`config.mk`:
```
export PLATFORM = sky130hd
export DESIGN_NAME = tmds_decode
export DESIGN_NICKNAME = d
export VERILOG_FILES = /design/src/rtl/tmds_pkg.sv /design/src/rtl/tmds_symbol_decode.sv /design/src/rtl/tmds_decode.sv
export SDC_FILE = /design/constraint.sdc
export NUM_CORES = 1
export LEC_CHECK = 0
export BUFFER_PORTS_ARGS = -buffer_cell sky130_fd_sc_hd__buf_2
export CORE_ASPECT_RATIO = 0.9
export CORE_UTILIZATION = 40
export DETAILED_ROUTE_END_ITERATION = 6
export PLACE_DENSITY = 0.71
export SLEW_MARGIN = 40
export SYNTH_ARGS = -nofsm -noshare
export SYNTH_HDL_FRONTEND = slang
export SYNTH_SLANG_ARGS = --single-unit
```
`constraint.sdc`:
```
create_clock -name pixel_clk -period 2.82 [get_ports pixel_clk]
set_input_delay 0.564 -clock pixel_clk [delete_from_list [all_inputs] [get_ports pixel_clk]]
set_output_delay 0.564 -clock pixel_clk [all_outputs]
set_load 0.01 [all_outputs]
```
`src/rtl/tmds_pkg.sv`:
```
// rtl/tmds_pkg.sv - shared TMDS control tokens and alignment FSM states
package tmds_pkg;

    // Control-period tokens, indexed by {c1,c0}
    localparam logic [9:0] TOKEN_CTL_00 = 10'h354;
    localparam logic [9:0] TOKEN_CTL_01 = 10'h0AB;
    localparam logic [9:0] TOKEN_CTL_10 = 10'h154;
    localparam logic [9:0] TOKEN_CTL_11 = 10'h2AB;

    typedef enum logic [1:0] {
        SEARCH    = 2'd0,
        SLIP_WAIT = 2'd1,
        LOCKED    = 2'd2
    } tmds_state_t;

endpackage

```
`src/rtl/tmds_symbol_decode.sv`:
```
// rtl/tmds_symbol_decode.sv - combinational TMDS symbol classifier and 10b-to-8b data decoder
module tmds_symbol_decode
    import tmds_pkg::*;
(
    input  logic [9:0] i_sym,
    output logic       o_is_ctl,
    output logic [1:0] o_ctl,
    output logic [7:0] o_data
);

    logic [7:0] w_q;
    logic [6:0] w_x;

    always_comb begin
        o_is_ctl = 1'b1;
        o_ctl    = 2'b00;
        case (i_sym)
            TOKEN_CTL_00: o_ctl = 2'b00;
            TOKEN_CTL_01: o_ctl = 2'b01;
            TOKEN_CTL_10: o_ctl = 2'b10;
            TOKEN_CTL_11: o_ctl = 2'b11;
            default:      o_is_ctl = 1'b0;
        endcase
    end

    // bit 9 undoes the DC-balance inversion, bit 8 selects XOR vs XNOR chaining
    assign w_q    = i_sym[9] ? ~i_sym[7:0] : i_sym[7:0];
    assign w_x    = w_q[7:1] ^ w_q[6:0];
    assign o_data = {(i_sym[8] ? w_x : ~w_x), w_q[0]};

endmodule

```
`src/rtl/tmds_decode.sv`:
```
// rtl/tmds_decode.sv - TMDS channel decoder with bitslip-driven symbol alignment
module tmds_decode
    import tmds_pkg::*;
#(
    parameter int CTRL_RUN    = 8,
    parameter int TIMEOUT     = 4096,
    parameter int SLIP_SETTLE = 8
) (
    input  logic       pixel_clk,
    input  logic       rst,
    input  logic [9:0] tmds_in,
    output logic       bitslip,
    output logic       locked,
    output logic       active,
    output logic [1:0] ctl,
    output logic [7:0] pdata,
    output logic [7:0] relock_cnt
);

    localparam int TMO_MAX = (TIMEOUT > SLIP_SETTLE) ? TIMEOUT : SLIP_SETTLE;
    localparam int RUN_W   = $clog2(CTRL_RUN + 1);
    localparam int TMO_W   = $clog2(TMO_MAX + 1);

    localparam logic [RUN_W-1:0] RUN_FULL    = RUN_W'(CTRL_RUN);
    localparam logic [TMO_W-1:0] TMO_LAST    = TMO_W'(TIMEOUT - 1);
    localparam logic [TMO_W-1:0] SETTLE_LAST = TMO_W'(SLIP_SETTLE - 1);

    logic [9:0]       r_sym;
    tmds_state_t      r_state;
    logic [RUN_W-1:0] r_run_cnt;
    logic [TMO_W-1:0] r_tmo_cnt;
    logic [7:0]       r_relock_cnt;
    logic             r_bitslip;
    logic             r_locked;
    logic             r_active;
    logic [1:0]       r_ctl;
    logic [7:0]       r_pdata;

    logic             w_is_ctl;
    logic [1:0]       w_ctl;
    logic [7:0]       w_data;
    tmds_state_t      w_state_next;
    logic [RUN_W-1:0] w_run_next;
    logic [TMO_W-1:0] w_tmo_next;
    logic             w_run_hit;
    logic             w_slip;
    logic             w_lock_lost;

    tmds_symbol_decode u_symbol_decode (
        .i_sym    (r_sym),
        .o_is_ctl (w_is_ctl),
        .o_ctl    (w_ctl),
        .o_data   (w_data)
    );

    always_comb begin
        w_run_next = '0;
        if (r_state != SLIP_WAIT && w_is_ctl) begin
            w_run_next = (r_run_cnt == RUN_FULL) ? RUN_FULL : r_run_cnt + RUN_W'(1);
        end
    end

    // A full run both qualifies lock and refreshes the timeout once locked
    assign w_run_hit = (r_state != SLIP_WAIT) && w_is_ctl && (w_run_next == RUN_FULL);

    always_comb begin
        w_state_next = r_state;
        w_slip       = 1'b0;
        w_lock_lost  = 1'b0;
        case (r_state)
            SEARCH: begin
                if (w_run_hit) begin
                    w_state_next = LOCKED;
                end else if (r_tmo_cnt == TMO_LAST) begin
                    w_state_next = SLIP_WAIT;
                    w_slip       = 1'b1;
                end
            end
            SLIP_WAIT: begin
                if (r_tmo_cnt == SETTLE_LAST) begin
                    w_state_next = SEARCH;
                end
            end
            LOCKED: begin
                if (!w_run_hit && r_tmo_cnt == TMO_LAST) begin
                    w_state_next = SEARCH;
                    w_lock_lost  = 1'b1;
                end
            end
            default: w_state_next = SEARCH;
        endcase
    end

    // The same counter times the search/lock timeout and the post-slip settle
    assign w_tmo_next = (w_run_hit || w_state_next != r_state) ? '0 : r_tmo_cnt + TMO_W'(1);

    always_ff @(posedge pixel_clk) begin
        if (rst) begin
            r_sym        <= '0;
            r_state      <= SEARCH;
            r_run_cnt    <= '0;
            r_tmo_cnt    <= '0;
            r_relock_cnt <= '0;
            r_bitslip    <= 1'b0;
            r_locked     <= 1'b0;
            r_active     <= 1'b0;
            r_ctl        <= 2'b00;
            r_pdata      <= '0;
        end else begin
            r_sym     <= tmds_in;
            r_state   <= w_state_next;
            r_run_cnt <= w_run_next;
            r_tmo_cnt <= w_tmo_next;
            r_bitslip <= w_slip;
            r_locked  <= (w_state_next == LOCKED);
            if (w_lock_lost && r_relock_cnt != 8'hFF) begin
                r_relock_cnt <= r_relock_cnt + 8'd1;
            end
            if (w_state_next != LOCKED) begin
                r_active <= 1'b0;
                r_ctl    <= 2'b00;
                r_pdata  <= '0;
            end else if (w_is_ctl) begin
                r_active <= 1'b0;
                r_ctl    <= w_ctl;
                r_pdata  <= '0;
            end else begin
                r_active <= 1'b1;
                r_pdata  <= w_data;
            end
        end
    end

    assign bitslip    = r_bitslip;
    assign locked     = r_locked;
    assign active     = r_active;
    assign ctl        = r_ctl;
    assign pdata      = r_pdata;
    assign relock_cnt = r_relock_cnt;

endmodule

```
==> out/qor.yml <==
setup_path:
  r2r_end: "relock_cnt[1]"
  startpoint_type: "flip-flop"
  crit_chain: "ha_1 > nand2_1 > or3_4 > or3_1 > a211oi_4 > buf_4 > mux2i_1 > nor2_1"
  r2r_slack_ns: 0.48
  arrival_ns: 2.51
  slowest_delay_ns: 0.49
  startpoint: "r_tmo_cnt[0]"
  critical_path_required_ns: 2.99
  endpoint_kind: "flip-flop"
  reg2reg_depth: 8
  path_delay_family: "simple AND/OR/NAND/NOR gates"
  worstSetupPathType: "reg -> reg"
  crit_slowest_cell: "or3_1"
  r2r_start: "r_tmo_cnt[0]"
  worstPathMaxFanout: 8
  worst-path-buf-inv: 1
sta:
  min_period_ns: 2.34
  rsz0062_at_grt: "no"
  setup_ws_ns: 0.482
  hold_violations: 0
  setup_viol: 0
  finalCritPeriodShare: 0.829
  slew_viol_final: 0
  tightest_slew_ns: 0.427
  fmax_ghz: 0.428
  fin_setup_tns_ns: 0
  slew_headroom: 0.715
  finalClockSkew_ns: 0.00667
final_layout:
  layout-drive-gt1-share: 0.203
  multi_input_area_um2: 997
  register_area_mm2: 0.00100
  fin_area_mm2: 0.00242
  fin_cells: 321
  utilization: 0.491
  area_growth_pct: 16.7
  fillers: 484
  fin_nets: 273
  antenna_cells: 0
synth:
  avgSynthCellArea_um2: 9.50
  synth_commonest_cells: "dfxtp_1 (50), nor2_1 (34), xnor2_1 (19)"
  synth_edf_count: 0
  synthArstFlopShare: 0
  seq_area_frac_synth: 0.483
  yosysUniqueCellTypes: 39
  yosys.area.top_type: "dfxtp_1"
  yosysWarningCount: 0
  synth.most_common_cell: "dfxtp_1"
  netlist.area_leader.share: 0.483
  netlist_instances: 218
  synth_nets: 236
  synth_seq_cells: 50
  netlist_top_cells_area: "dfxtp_1 (48%), xnor2_1 (8.0%), nor2_1 (6.2%), nor2b_1 (4.2%), ha_1 (3.6%)"
  syn-cell-area_mm2: 0.00207
  yosys_most_used_dff: "dfxtp_1"
placement:
  place.gp.congestion: 0.812
  dpl.hpwl_um: 2490
  place_area_mm2: 0.00231
  placed_cells: 313
  dp_slack_ns: 0.482
  io_buffers: 32
global_route:
  grt_pass1_vias: 1341
  antenna_found_initial: 0
  grt_pass1_wl_um: 5740
  grt_usage: 0.133
  overflow: 0
  grt_max_degree: 27
cts:
  cts_tree: "yes"
  htree_levels: 2
  clkSinkCount: 50
  root_buffer: "clkbuf_8"
  cts-resized-gates: 0
  clk_pin_slew_ns: 0.08
  clockBufferDepth: 2
  cts_hold_buf: 0
  cts_setup_buffers: 0
  cts_buffers: 5
  clock_latency_ns: 0.29
power_and_ir_drop:
  power.leakage_nw: 0.990
  powerDensity_mw_per_mm2: 523
  peakVddDrop_mv: 0.242
routing:
  first_pass_iters: 4
  drc: 0
  ant_nets: 0
  wire_per_inst_um: 10.6
  vias_per_cell: 4.64
  drt-initial-drc-count: 65
  wl_um: 3390
  dr_total_vias: 1488
hold_path:
  hp-class: "reg -> reg"
  min_to: "r_tmo_cnt[0]"
  hold_start: "r_tmo_cnt[0]"
  min_path_cells: 1
status:
  status: "finished, final reports clean"
floorplanning:
  rows: 24
  pin_count: 33
  die-area_mm2: 0.00547
  die_x_um: 77.8
  start_util: 0.420
  die_y_um: 70.3
  coreArea_mm2: 0.00492
job:
  cap_violations: 0
-- final cells by class --
cell class	count	share of cell area
clock buffer	5	0.0285
timing repair buffer	35	0.0756
clock inverter	3	0.0166
tap	65	0.0337
inverter	12	0.0186
multi-input combinational	151	0.413
sequential	50	0.414
-- report_power, final --
group          total (mW)  internal (mW)  switching (mW)
logic              0.0542         0.0301          0.0242
registers           0.728          0.717          0.0114
clock network       0.481          0.261           0.220
-- how the worst max path moves through the flow --
stage,slack [ns],endpoint,cells past startpoint
after global routing,0.27,relock_cnt[1],8
after detailed placement,0.48,r_tmo_cnt[9],7
final,0.48,relock_cnt[1],8
after CTS,0.47,r_tmo_cnt[8],7
after global placement,0.54,r_tmo_cnt[9],7
after floorplan,0.45,relock_cnt[5],8
-- metrics by stage --
step	power, mW	hold WS, ns
6_report	1.26	0.446
5_1_grt	1.32	0.464
2_1_floorplan	0.786	0.418
3_3_place_gp	0.799	0.430
4_1_cts	1.28	0.454
3_5_place_dp	0.800	0.442
-- layer usage --
layer / part of all wire / GRT usage
met1: 0.53 / 0.175
met2: 0.42 / 0.206
met3: 0.041 / 0.0392
met4: 0.012 / 0.0503
met5: 0 / 0
-- sequential cells by signal, summed over array words and instances, names as in the netlist --
| signal | flops |
|---|---|
| pdata | 8 |
| bitslip | 1 |
| locked | 1 |
| r_sym | 10 |
| active | 1 |
| r_state | 2 |
| r_tmo_cnt | 13 |
| relock_cnt | 8 |
| ctl | 2 |
| r_run_cnt | 4 |
-- logic make-up after synthesis --
family | share of synthesized area
multiplexers | 0.0278
AO/OA/AOI/OAI | 0.0640
flip-flops | 0.483
XOR/XNOR | 0.110
adder cells (fa/ha/maj) | 0.0363
AND/OR/NAND/NOR | 0.244
buffers and inverters | 0.0350
-- placed cells by master (no fill, tap or decap), types with 6 or more instances in the layout --
cell type	Yosys	final
buf_2	1	32
a21oi_1	9	9
nor3_1	7	7
ha_1	6	6
nor2_1	34	34
nand4_1	7	7
nor2b_1	14	14
inv_1	12	12
xnor2_1	19	19
xor2_1	7	7
nand3_1	8	8
nand2_1	8	8
dfxtp_1	50	50
(Power assumes the default switching activity.)
